**config.mk**
```make
export PLATFORM = sky130hd
export DESIGN_NAME = i2c_slave_mem_flat
export DESIGN_NICKNAME = d
export VERILOG_FILES = /design/src/rtl/i2c_slave_mem_pkg.sv /design/src/rtl/i2c_slave_mem_if.sv /design/src/rtl/i2c_slave_mem_sync_edge.sv /design/src/rtl/i2c_slave_mem.sv /design/src/flat_wrapper.sv
export SDC_FILE = /design/constraint.sdc
export NUM_CORES = 1
export LEC_CHECK = 0
export CAP_MARGIN = 30
export CORE_UTILIZATION = 49
export CTS_BUF_LIST = sky130_fd_sc_hd__clkbuf_4
export DETAILED_ROUTE_END_ITERATION = 12
export GPL_TIMING_DRIVEN = 0
export PLACE_DENSITY = 0.65
export SLEW_MARGIN = 10
export SYNTH_ARGS = -nofsm -noshare
export SYNTH_HDL_FRONTEND = slang
export SYNTH_SLANG_ARGS = --single-unit
```
**constraint.sdc**
```tcl
create_clock -name clk_i -period 2.75 [get_ports clk_i]
set_input_delay 0.4125 -clock clk_i [delete_from_list [all_inputs] [get_ports clk_i]]
set_output_delay 0.4125 -clock clk_i [all_outputs]
set_load 0.005 [all_outputs]
```
**src/rtl/i2c_slave_mem_pkg.sv**
```systemverilog
// ****************************************************************************
// * i2c_slave_pkg : shared state encoding and bus constants for i2c_slave_mem
// * Rev 1.0
// ****************************************************************************
`default_nettype none

package i2c_slave_pkg;

   typedef enum logic [2:0] {
      IDLE      = 3'd0,
      ADDR      = 3'd1,
      ADDR_ACK  = 3'd2,
      WR_BYTE   = 3'd3,
      WR_ACK    = 3'd4,
      RD_BYTE   = 3'd5,
      RD_ACK    = 3'd6,
      WAIT_STOP = 3'd7
   } i2c_slv_state_t;

   localparam logic I2C_ACK  = 1'b0;
   localparam logic I2C_NACK = 1'b1;

   // Address byte on the wire is {addr[6:0], rw}
   function automatic logic addr_hit(input logic [7:0] rx, input logic [6:0] addr);
      return (rx[7:1] == addr);
   endfunction

endpackage

`default_nettype wire

```
**src/rtl/i2c_slave_mem_if.sv**
```systemverilog
// ****************************************************************************
// * i2c_slave_mem_if : I2C pad pins plus write-strobe sideband of i2c_slave_mem
// * Rev 1.0
// ****************************************************************************
`default_nettype none

interface i2c_slave_mem_if #(
   parameter int MEM_ADDR_WIDTH = 4,
   parameter int DATA_WIDTH     = 8
);
   logic                      scl_i;
   logic                      sda_i;
   logic                      scl_o;
   logic                      sda_o;
   logic                      busy_o;
   logic                      wr_stb_o;
   logic [MEM_ADDR_WIDTH-1:0] wr_addr_o;
   logic [DATA_WIDTH-1:0]     wr_data_o;

   modport slave (
      input  scl_i, sda_i,
      output scl_o, sda_o, busy_o, wr_stb_o, wr_addr_o, wr_data_o
   );

   modport master (
      output scl_i, sda_i,
      input  scl_o, sda_o, busy_o, wr_stb_o, wr_addr_o, wr_data_o
   );
endinterface

`default_nettype wire

```
**src/rtl/i2c_slave_mem_sync_edge.sv**
```systemverilog
// ****************************************************************************
// * i2c_sync_edge : 2-FF synchronizer with registered rise/fall pulses
// * Rev 1.0
// ****************************************************************************
`default_nettype none

module i2c_sync_edge #(
   parameter logic RESET_VAL = 1'b1
) (
   input  logic clk_i,
   input  logic rst_i,
   input  logic async_i,
   output logic level_o,
   output logic rise_o,
   output logic fall_o
);
   logic [2:0] sync_q, sync_d;
   logic       rise_q, rise_d;
   logic       fall_q, fall_d;

   // Pulses and level both appear three clocks after the pin edge
   always_comb begin
      sync_d = {sync_q[1:0], async_i};
      rise_d = sync_q[1] & ~sync_q[2];
      fall_d = ~sync_q[1] & sync_q[2];
   end

   always_ff @(posedge clk_i) begin
      if (rst_i) begin
         sync_q <= {3{RESET_VAL}};
         rise_q <= 1'b0;
         fall_q <= 1'b0;
      end else begin
         sync_q <= sync_d;
         rise_q <= rise_d;
         fall_q <= fall_d;
      end
   end

   assign level_o = sync_q[2];
   assign rise_o  = rise_q;
   assign fall_o  = fall_q;

endmodule

`default_nettype wire

```
**src/rtl/i2c_slave_mem.sv**
```systemverilog
// ****************************************************************************
// * i2c_slave_mem : I2C target with auto-incrementing byte register memory
// * Rev 1.0
// ****************************************************************************
`default_nettype none

module i2c_slave_mem
   import i2c_slave_pkg::*;
#(
   parameter logic [6:0] SLAVE_ADDR     = 7'h22,
   parameter int         MEM_ADDR_WIDTH = 4,
   parameter int         DATA_WIDTH     = 8
) (
   input  logic            clk_i,
   input  logic            rst_i,
   i2c_slave_mem_if.slave  bus
);
   localparam int                        c_mem_depth = 2**MEM_ADDR_WIDTH;
   localparam logic [MEM_ADDR_WIDTH-1:0] c_ptr_one   = 1;
   localparam logic [2:0]                c_cnt_one   = 3'd1;
   localparam logic [2:0]                c_last_bit  = 3'd7;

   logic scl_level, scl_rise, scl_fall;
   logic sda_level, sda_rise, sda_fall;

   i2c_sync_edge #(.RESET_VAL(1'b1)) u_scl_sync (
      .clk_i   (clk_i),
      .rst_i   (rst_i),
      .async_i (bus.scl_i),
      .level_o (scl_level),
      .rise_o  (scl_rise),
      .fall_o  (scl_fall)
   );

   i2c_sync_edge #(.RESET_VAL(1'b1)) u_sda_sync (
      .clk_i   (clk_i),
      .rst_i   (rst_i),
      .async_i (bus.sda_i),
      .level_o (sda_level),
      .rise_o  (sda_rise),
      .fall_o  (sda_fall)
   );

   i2c_slv_state_t            state_q, state_d;
   logic [2:0]                bit_cnt_q, bit_cnt_d;
   logic [DATA_WIDTH-1:0]     shift_q, shift_d;
   logic [MEM_ADDR_WIDTH-1:0] ptr_q, ptr_d;
   logic                      first_byte_q, first_byte_d;
   logic                      phase_q, phase_d;
   logic                      sda_out_q, sda_out_d;
   logic                      wr_stb_q, wr_stb_d;
   logic [MEM_ADDR_WIDTH-1:0] wr_addr_q, wr_addr_d;
   logic [DATA_WIDTH-1:0]     wr_data_q, wr_data_d;
   logic [DATA_WIDTH-1:0]     mem_q [c_mem_depth];
   logic [DATA_WIDTH-1:0]     mem_d [c_mem_depth];

   logic                      start_cond;
   logic                      stop_cond;
   logic [DATA_WIDTH-1:0]     rx_byte;

   assign start_cond = sda_fall & scl_level;
   assign stop_cond  = sda_rise & scl_level;
   assign rx_byte    = {shift_q[DATA_WIDTH-2:0], sda_level};

   // phase_q splits each ACK slot: 0 = before the 9th clock, 1 = during it
   always_comb begin
      state_d      = state_q;
      bit_cnt_d    = bit_cnt_q;
      shift_d      = shift_q;
      ptr_d        = ptr_q;
      first_byte_d = first_byte_q;
      phase_d      = phase_q;
      sda_out_d    = sda_out_q;
      wr_stb_d     = 1'b0;
      wr_addr_d    = wr_addr_q;
      wr_data_d    = wr_data_q;
      mem_d        = mem_q;

      if (start_cond) begin
         state_d   = ADDR;
         bit_cnt_d = '0;
         phase_d   = 1'b0;
         sda_out_d = 1'b1;
      end else if (stop_cond) begin
         state_d   = IDLE;
         bit_cnt_d = '0;
         phase_d   = 1'b0;
         sda_out_d = 1'b1;
      end else begin
         case (state_q)
            IDLE: begin
            end

            ADDR: begin
               if (scl_rise) begin
                  shift_d   = rx_byte;
                  bit_cnt_d = bit_cnt_q + c_cnt_one;
                  phase_d   = 1'b0;
                  if (bit_cnt_q == c_last_bit) begin
                     state_d = addr_hit(rx_byte, SLAVE_ADDR) ? ADDR_ACK : WAIT_STOP;
                  end
               end
            end

            ADDR_ACK: begin
               if (scl_fall) begin
                  if (!phase_q) begin
                     sda_out_d = I2C_ACK;
                     phase_d   = 1'b1;
                  end else begin
                     phase_d   = 1'b0;
                     bit_cnt_d = '0;
                     if (shift_q[0]) begin
                        state_d   = RD_BYTE;
                        shift_d   = mem_q[ptr_q];
                        sda_out_d = mem_q[ptr_q][DATA_WIDTH-1];
                     end else begin
                        state_d      = WR_BYTE;
                        first_byte_d = 1'b1;
                        sda_out_d    = 1'b1;
                     end
                  end
               end
            end

            WR_BYTE: begin
               if (scl_rise) begin
                  shift_d   = rx_byte;
                  bit_cnt_d = bit_cnt_q + c_cnt_one;
                  if (bit_cnt_q == c_last_bit) begin
                     state_d = WR_ACK;
                     phase_d = 1'b0;
                     if (first_byte_q) begin
                        ptr_d        = rx_byte[MEM_ADDR_WIDTH-1:0];
                        first_byte_d = 1'b0;
                     end else begin
                        mem_d[ptr_q] = rx_byte;
                        wr_stb_d     = 1'b1;
                        wr_addr_d    = ptr_q;
                        wr_data_d    = rx_byte;
                        ptr_d        = ptr_q + c_ptr_one;
                     end
                  end
               end
            end

            WR_ACK: begin
               if (scl_fall) begin
                  if (!phase_q) begin
                     sda_out_d = I2C_ACK;
                     phase_d   = 1'b1;
                  end else begin
                     sda_out_d = 1'b1;
                     phase_d   = 1'b0;
                     bit_cnt_d = '0;
                     state_d   = WR_BYTE;
                  end
               end
            end

            RD_BYTE: begin
               if (scl_rise) begin
                  bit_cnt_d = bit_cnt_q + c_cnt_one;
                  if (bit_cnt_q == c_last_bit) begin
                     state_d = RD_ACK;
                     phase_d = 1'b0;
                  end
               end else if (scl_fall) begin
                  shift_d   = {shift_q[DATA_WIDTH-2:0], shift_q[DATA_WIDTH-1]};
                  sda_out_d = shift_q[DATA_WIDTH-2];
               end
            end

            RD_ACK: begin
               if (scl_fall) begin
                  if (!phase_q) begin
                     sda_out_d = 1'b1;
                  end else begin
                     state_d   = RD_BYTE;
                     phase_d   = 1'b0;
                     bit_cnt_d = '0;
                     shift_d   = mem_q[ptr_q];
                     sda_out_d = mem_q[ptr_q][DATA_WIDTH-1];
                  end
               end else if (scl_rise && !phase_q) begin
                  ptr_d = ptr_q + c_ptr_one;
                  if (sda_level == I2C_NACK) begin
                     state_d = WAIT_STOP;
                  end else begin
                     phase_d = 1'b1;
                  end
               end
            end

            WAIT_STOP: begin
            end

            default: begin
               state_d   = IDLE;
               sda_out_d = 1'b1;
            end
         endcase
      end
   end

   always_ff @(posedge clk_i) begin
      if (rst_i) begin
         state_q      <= IDLE;
         bit_cnt_q    <= '0;
         shift_q      <= '0;
         ptr_q        <= '0;
         first_byte_q <= 1'b0;
         phase_q      <= 1'b0;
         sda_out_q    <= 1'b1;
         wr_stb_q     <= 1'b0;
         wr_addr_q    <= '0;
         wr_data_q    <= '0;
         for (int i = 0; i < c_mem_depth; i++) begin
            mem_q[i] <= '0;
         end
      end else begin
         state_q      <= state_d;
         bit_cnt_q    <= bit_cnt_d;
         shift_q      <= shift_d;
         ptr_q        <= ptr_d;
         first_byte_q <= first_byte_d;
         phase_q      <= phase_d;
         sda_out_q    <= sda_out_d;
         wr_stb_q     <= wr_stb_d;
         wr_addr_q    <= wr_addr_d;
         wr_data_q    <= wr_data_d;
         mem_q        <= mem_d;
      end
   end

   assign bus.scl_o     = 1'b1;
   assign bus.sda_o     = sda_out_q;
   assign bus.busy_o    = (state_q != IDLE);
   assign bus.wr_stb_o  = wr_stb_q;
   assign bus.wr_addr_o = wr_addr_q;
   assign bus.wr_data_o = wr_data_q;

endmodule

`default_nettype wire

```
**src/flat_wrapper.sv**
```systemverilog
// flat-port wrapper written by rule: the top's interface ports become plain ports
module i2c_slave_mem_flat import i2c_slave_pkg::*;
#(
   parameter logic [6:0] SLAVE_ADDR     = 7'h22,
   parameter int         MEM_ADDR_WIDTH = 4,
   parameter int         DATA_WIDTH     = 8
)
  (clk_i, rst_i, bus_scl_i, bus_sda_i, bus_scl_o, bus_sda_o, bus_busy_o, bus_wr_stb_o, bus_wr_addr_o, bus_wr_data_o);
  i2c_slave_mem_if #(.MEM_ADDR_WIDTH(MEM_ADDR_WIDTH), .DATA_WIDTH(DATA_WIDTH)) bus_i ();
  input  logic clk_i;
  input  logic rst_i;
  input wire logic [$bits(bus_i.scl_i)-1:0] bus_scl_i;
  input wire logic [$bits(bus_i.sda_i)-1:0] bus_sda_i;
  output wire logic [$bits(bus_i.scl_o)-1:0] bus_scl_o;
  output wire logic [$bits(bus_i.sda_o)-1:0] bus_sda_o;
  output wire logic [$bits(bus_i.busy_o)-1:0] bus_busy_o;
  output wire logic [$bits(bus_i.wr_stb_o)-1:0] bus_wr_stb_o;
  output wire logic [$bits(bus_i.wr_addr_o)-1:0] bus_wr_addr_o;
  output wire logic [$bits(bus_i.wr_data_o)-1:0] bus_wr_data_o;
  assign bus_i.scl_i = bus_scl_i;
  assign bus_i.sda_i = bus_sda_i;
  assign bus_scl_o = bus_i.scl_o;
  assign bus_sda_o = bus_i.sda_o;
  assign bus_busy_o = bus_i.busy_o;
  assign bus_wr_stb_o = bus_i.wr_stb_o;
  assign bus_wr_addr_o = bus_i.wr_addr_o;
  assign bus_wr_data_o = bus_i.wr_data_o;
  i2c_slave_mem #(.SLAVE_ADDR(SLAVE_ADDR), .MEM_ADDR_WIDTH(MEM_ADDR_WIDTH), .DATA_WIDTH(DATA_WIDTH)) u_core (.clk_i(clk_i), .rst_i(rst_i), .bus(bus_i));
endmodule
```
==> run summary <==
Status -> completed
Met3 usage -> 0.06478
Clock Pin Slew Worst Setup and Hold Paths -> 130 ps
Drt wl/cell -> 19.49 µm
RSZ-0062 raised after global routing -> false
Area growth, synth to finish -> 9.163%
Sequential power share -> 0.589
Final hold viol count -> 0
Top_reg_cell synth -> dfxtp_1
Die height -> 130.3 µm
Sw frac -> 0.2364
Hold_buf cts -> 0
WS Path Type -> reg2reg
CP endpoint kind -> flip-flop
Gr ovfl total -> 0
DP Area -> 8521 µm²
Final setup vio count -> 0
Overall routed net length -> 23.01 mm
MaxCap Viol Count -> 0
Power per cell area -> 483.6 nW/µm²
DRT Pass-1 Iters -> 5
Die area -> 16990 µm²
Design Area, Final -> 8810 µm²
LEAKAGE -> 3.436 nW
Type of the worst min-delay path -> in2reg
Slew Viols, Final -> 0
Synth unique cells -> 61
Most numerous cell in the Yosys netlist -> dfxtp_1
Remaining DRCs -> 0
Post-route ant nets -> 0
Mapped Area -> 8070 µm²
Starting density of the core -> 0.5044
Via count -> 6779
Fmax -> 393.1 MHz
Die width -> 130.3 µm
Clock root buffer master -> clkbuf_4
Crit path arrival time -> 3050 ps
First-pass GRT wire length -> 35.49 mm
Number of setup buffers added after CTS -> 0
Met2 usage -> 0.4553
Worst skew pair latency -> 570 ps
Synth top area share -> 0.4267
Worst slew pin tran -> 925.8 ps
Logic pwr share -> 0.046
Post-CTS Resized -> 0
First DRT Iteration DRCs -> 598
Final #Nets -> 966
GPL Wtd Cong -> 0.9612
Most used routing layer -> met2
Crit path time final -> 2544 ps
Row count -> 46
CTS sink count -> 172
Ys async rst share -> 0
Final worst path period share -> 0.9252
Syn Nets -> 929
Synth Register Bits -> 172
CORE AREA -> 16000 µm²
Port bufs -> 18
Setup Skew -> 16.78 ps
Total GRT Usage -> 0.2850
H-tree depth -> 4
Syn_area_per_cell -> 8.791 µm²
I/O Pins -> 20
Post-synth top cells -> 172 x dfxtp_1, 162 x nand2_1, 135 x mux2i_1, 101 x nor2_1, 77 x a21oi_1
Largest net degree at the start of global routing -> 17
Max IR drop VDD -> 0.4901 mV
TritonCTS Buffers -> 17
Number of global-route vias before repair -> 6331
CTS tree -> built
Via density -> 5.740
Worst-case clock buffer depth -> 2
Post-DP HPWL -> 15.89 mm
Cell taking the most area after synthesis -> dfxtp_1
Top cells by area, synth -> dfxtp_1 43%, mux2i_1 17%, nand2_1 7.5%, a21oi_1 4.8%, nor2_1 4.7%
Syn Inst Count -> 918
Met1 Track Usage GR -> 0.3735
Int Power -> 3.253 mW
Fraction of layout instances using a drive strength above 1 -> 0.09025
CP required -> 3260 ps
Warnings, synthesis -> 0
Sw power -> 1.007 mW
Worst Path Max Fanout -> 10
Initial antenna violation count -> 1
Clock Power Share -> 0.364
Post-route setup TNS -> 0 ps
CP startpoint kind -> flip-flop
EDFF count, synth -> 0
Seq/Total Area, Yosys -> 0.4267
Slew headroom -> 0.3828
-- cell families (layout without fill, tap and decap cells) --
| family | count (synthesis) | in the layout | synth area share |
|---|---|---|---|
| AOI/OAI and AO/OA | 167 | 167 | 0.1350 |
| other | 1 | 2 | 0.0004647 |
| buffers and inverters | 87 | 133 | 0.05287 |
| xor gates and xnor gates | 1 | 1 | 0.001085 |
| and+or+nand+nor | 344 | 344 | 0.1972 |
| DFF | 172 | 172 | 0.4267 |
| adders and majority gates | 7 | 7 | 0.01085 |
| muxes | 139 | 139 | 0.1758 |
-- cell type report --
class | count | area (µm²)
clock buffers | 18 | 135.1
repair buffers | 18 | 180.2
flip-flops and latches | 172 | 3443
inverters | 10 | 37.54
clock inverters | 10 | 151.4
plain buffers | 77 | 389.1
fillers | 1575 | 7191
diodes | 1 | 2.502
multi-input cells | 659 | 4200
well taps | 216 | 270.3
-- metal layers --
layer	vias to the layer above	wire length (µm)
met5	-	0
met4	0	620
met3	46	1435
met2	231	10590
met1	3250	10360
li1	3252	-
-- power by group through the flow --
stage | Sequential, mW | Combinational, mW | Clock (mW)
after floorplan | 2.56 | 0.114 | 0
after global placement | 2.57 | 0.194 | 0
after detailed placement | 2.57 | 0.195 | 0
after CTS | 2.51 | 0.195 | 1.58
after global routing | 2.51 | 0.209 | 1.69
final | 2.51 | 0.197 | 1.55
-- metrics by stage --
step	hold WS, ps	cells	util	power (mW)	worst slack (ps)
finish	385.7	1181	0.5506	4.260	205.8
global route	347.1	1181	0.5506	4.418	12.79
CTS	363.0	1180	0.5504	4.286	261.3
detailed placement	396.6	1152	0.5325	2.761	217.7
global placement	392.1	1152	0.5325	2.760	189.6
floorplan	389.5	918	-	2.678	809.1
-- layout by cell type, fill, tap and decap left out, types with 9 or more instances in the layout --
| cell | Yosys | routed |
|---|---|---|
| clkbuf_1 | 44 | 44 |
| clkbuf_4 | 0 | 18 |
| buf_2 | 11 | 11 |
| a22oi_1 | 17 | 17 |
| inv_1 | 10 | 10 |
| mux2i_1 | 135 | 135 |
| clkdlybuf4s50_1 | 0 | 18 |
| nor2_1 | 101 | 101 |
| nor2b_1 | 13 | 13 |
| nand2_1 | 162 | 162 |
| nand3_2 | 9 | 9 |
| buf_4 | 11 | 11 |
| a21oi_1 | 77 | 77 |
| dfxtp_1 | 172 | 172 |
| o21ai_0 | 9 | 9 |
-- worst max-delay path, cell delays in order (launching register included) --
cell and delay (ps):
dfxtp_1 350, buf_2 190, inv_1 170, ha_1 160
nor2b_1 670, and4_1 280, clkbuf_1 380, nand2_1 110
a21oi_1 160
-- final timing paths --
check / slack (ps) / endpoint / depth (start not counted) / start
setup reg to reg: 210 / u_core.mem_q[9]$_SDFFE_PP0P_ / 8 / u_core.ptr_q[0]$_SDFFE_PP0P_
setup / recovery: 210 / u_core.mem_q[9]$_SDFFE_PP0P_ / 8 / u_core.ptr_q[0]$_SDFFE_PP0P_
hold / removal: 390 / u_core.u_sda_sync.sync_q[0]$_SDFF_PP1_ / 2 / bus_sda_i
hold reg to reg: 430 / u_core.u_scl_sync.sync_q[1]$_SDFF_PP1_ / 1 / u_core.u_scl_sync.sync_q[0]$_SDFF_PP1_
-- sequential cells by signal (all words and copies together) (netlist names) --
| name | count |
|---|---|
| u_core.mem_q | 128 |
| u_core.bus.wr_data_o | 8 |
| u_core.shift_q | 8 |
| u_core.bus.wr_addr_o | 4 |
| u_core.ptr_q | 4 |
| u_core.bit_cnt_q | 3 |
| u_core.state_q | 3 |
| u_core.u_scl_sync.sync_q | 3 |
| u_core.u_sda_sync.sync_q | 3 |
| u_core.bus.sda_o | 1 |
| u_core.bus.wr_stb_o | 1 |
| u_core.first_byte_q | 1 |
| u_core.phase_q | 1 |
| u_core.u_scl_sync.fall_o | 1 |
| u_core.u_scl_sync.rise_o | 1 |
| u_core.u_sda_sync.fall_o | 1 |
| u_core.u_sda_sync.rise_o | 1 |
No activity file was read; power rests on OpenSTA's default activity.
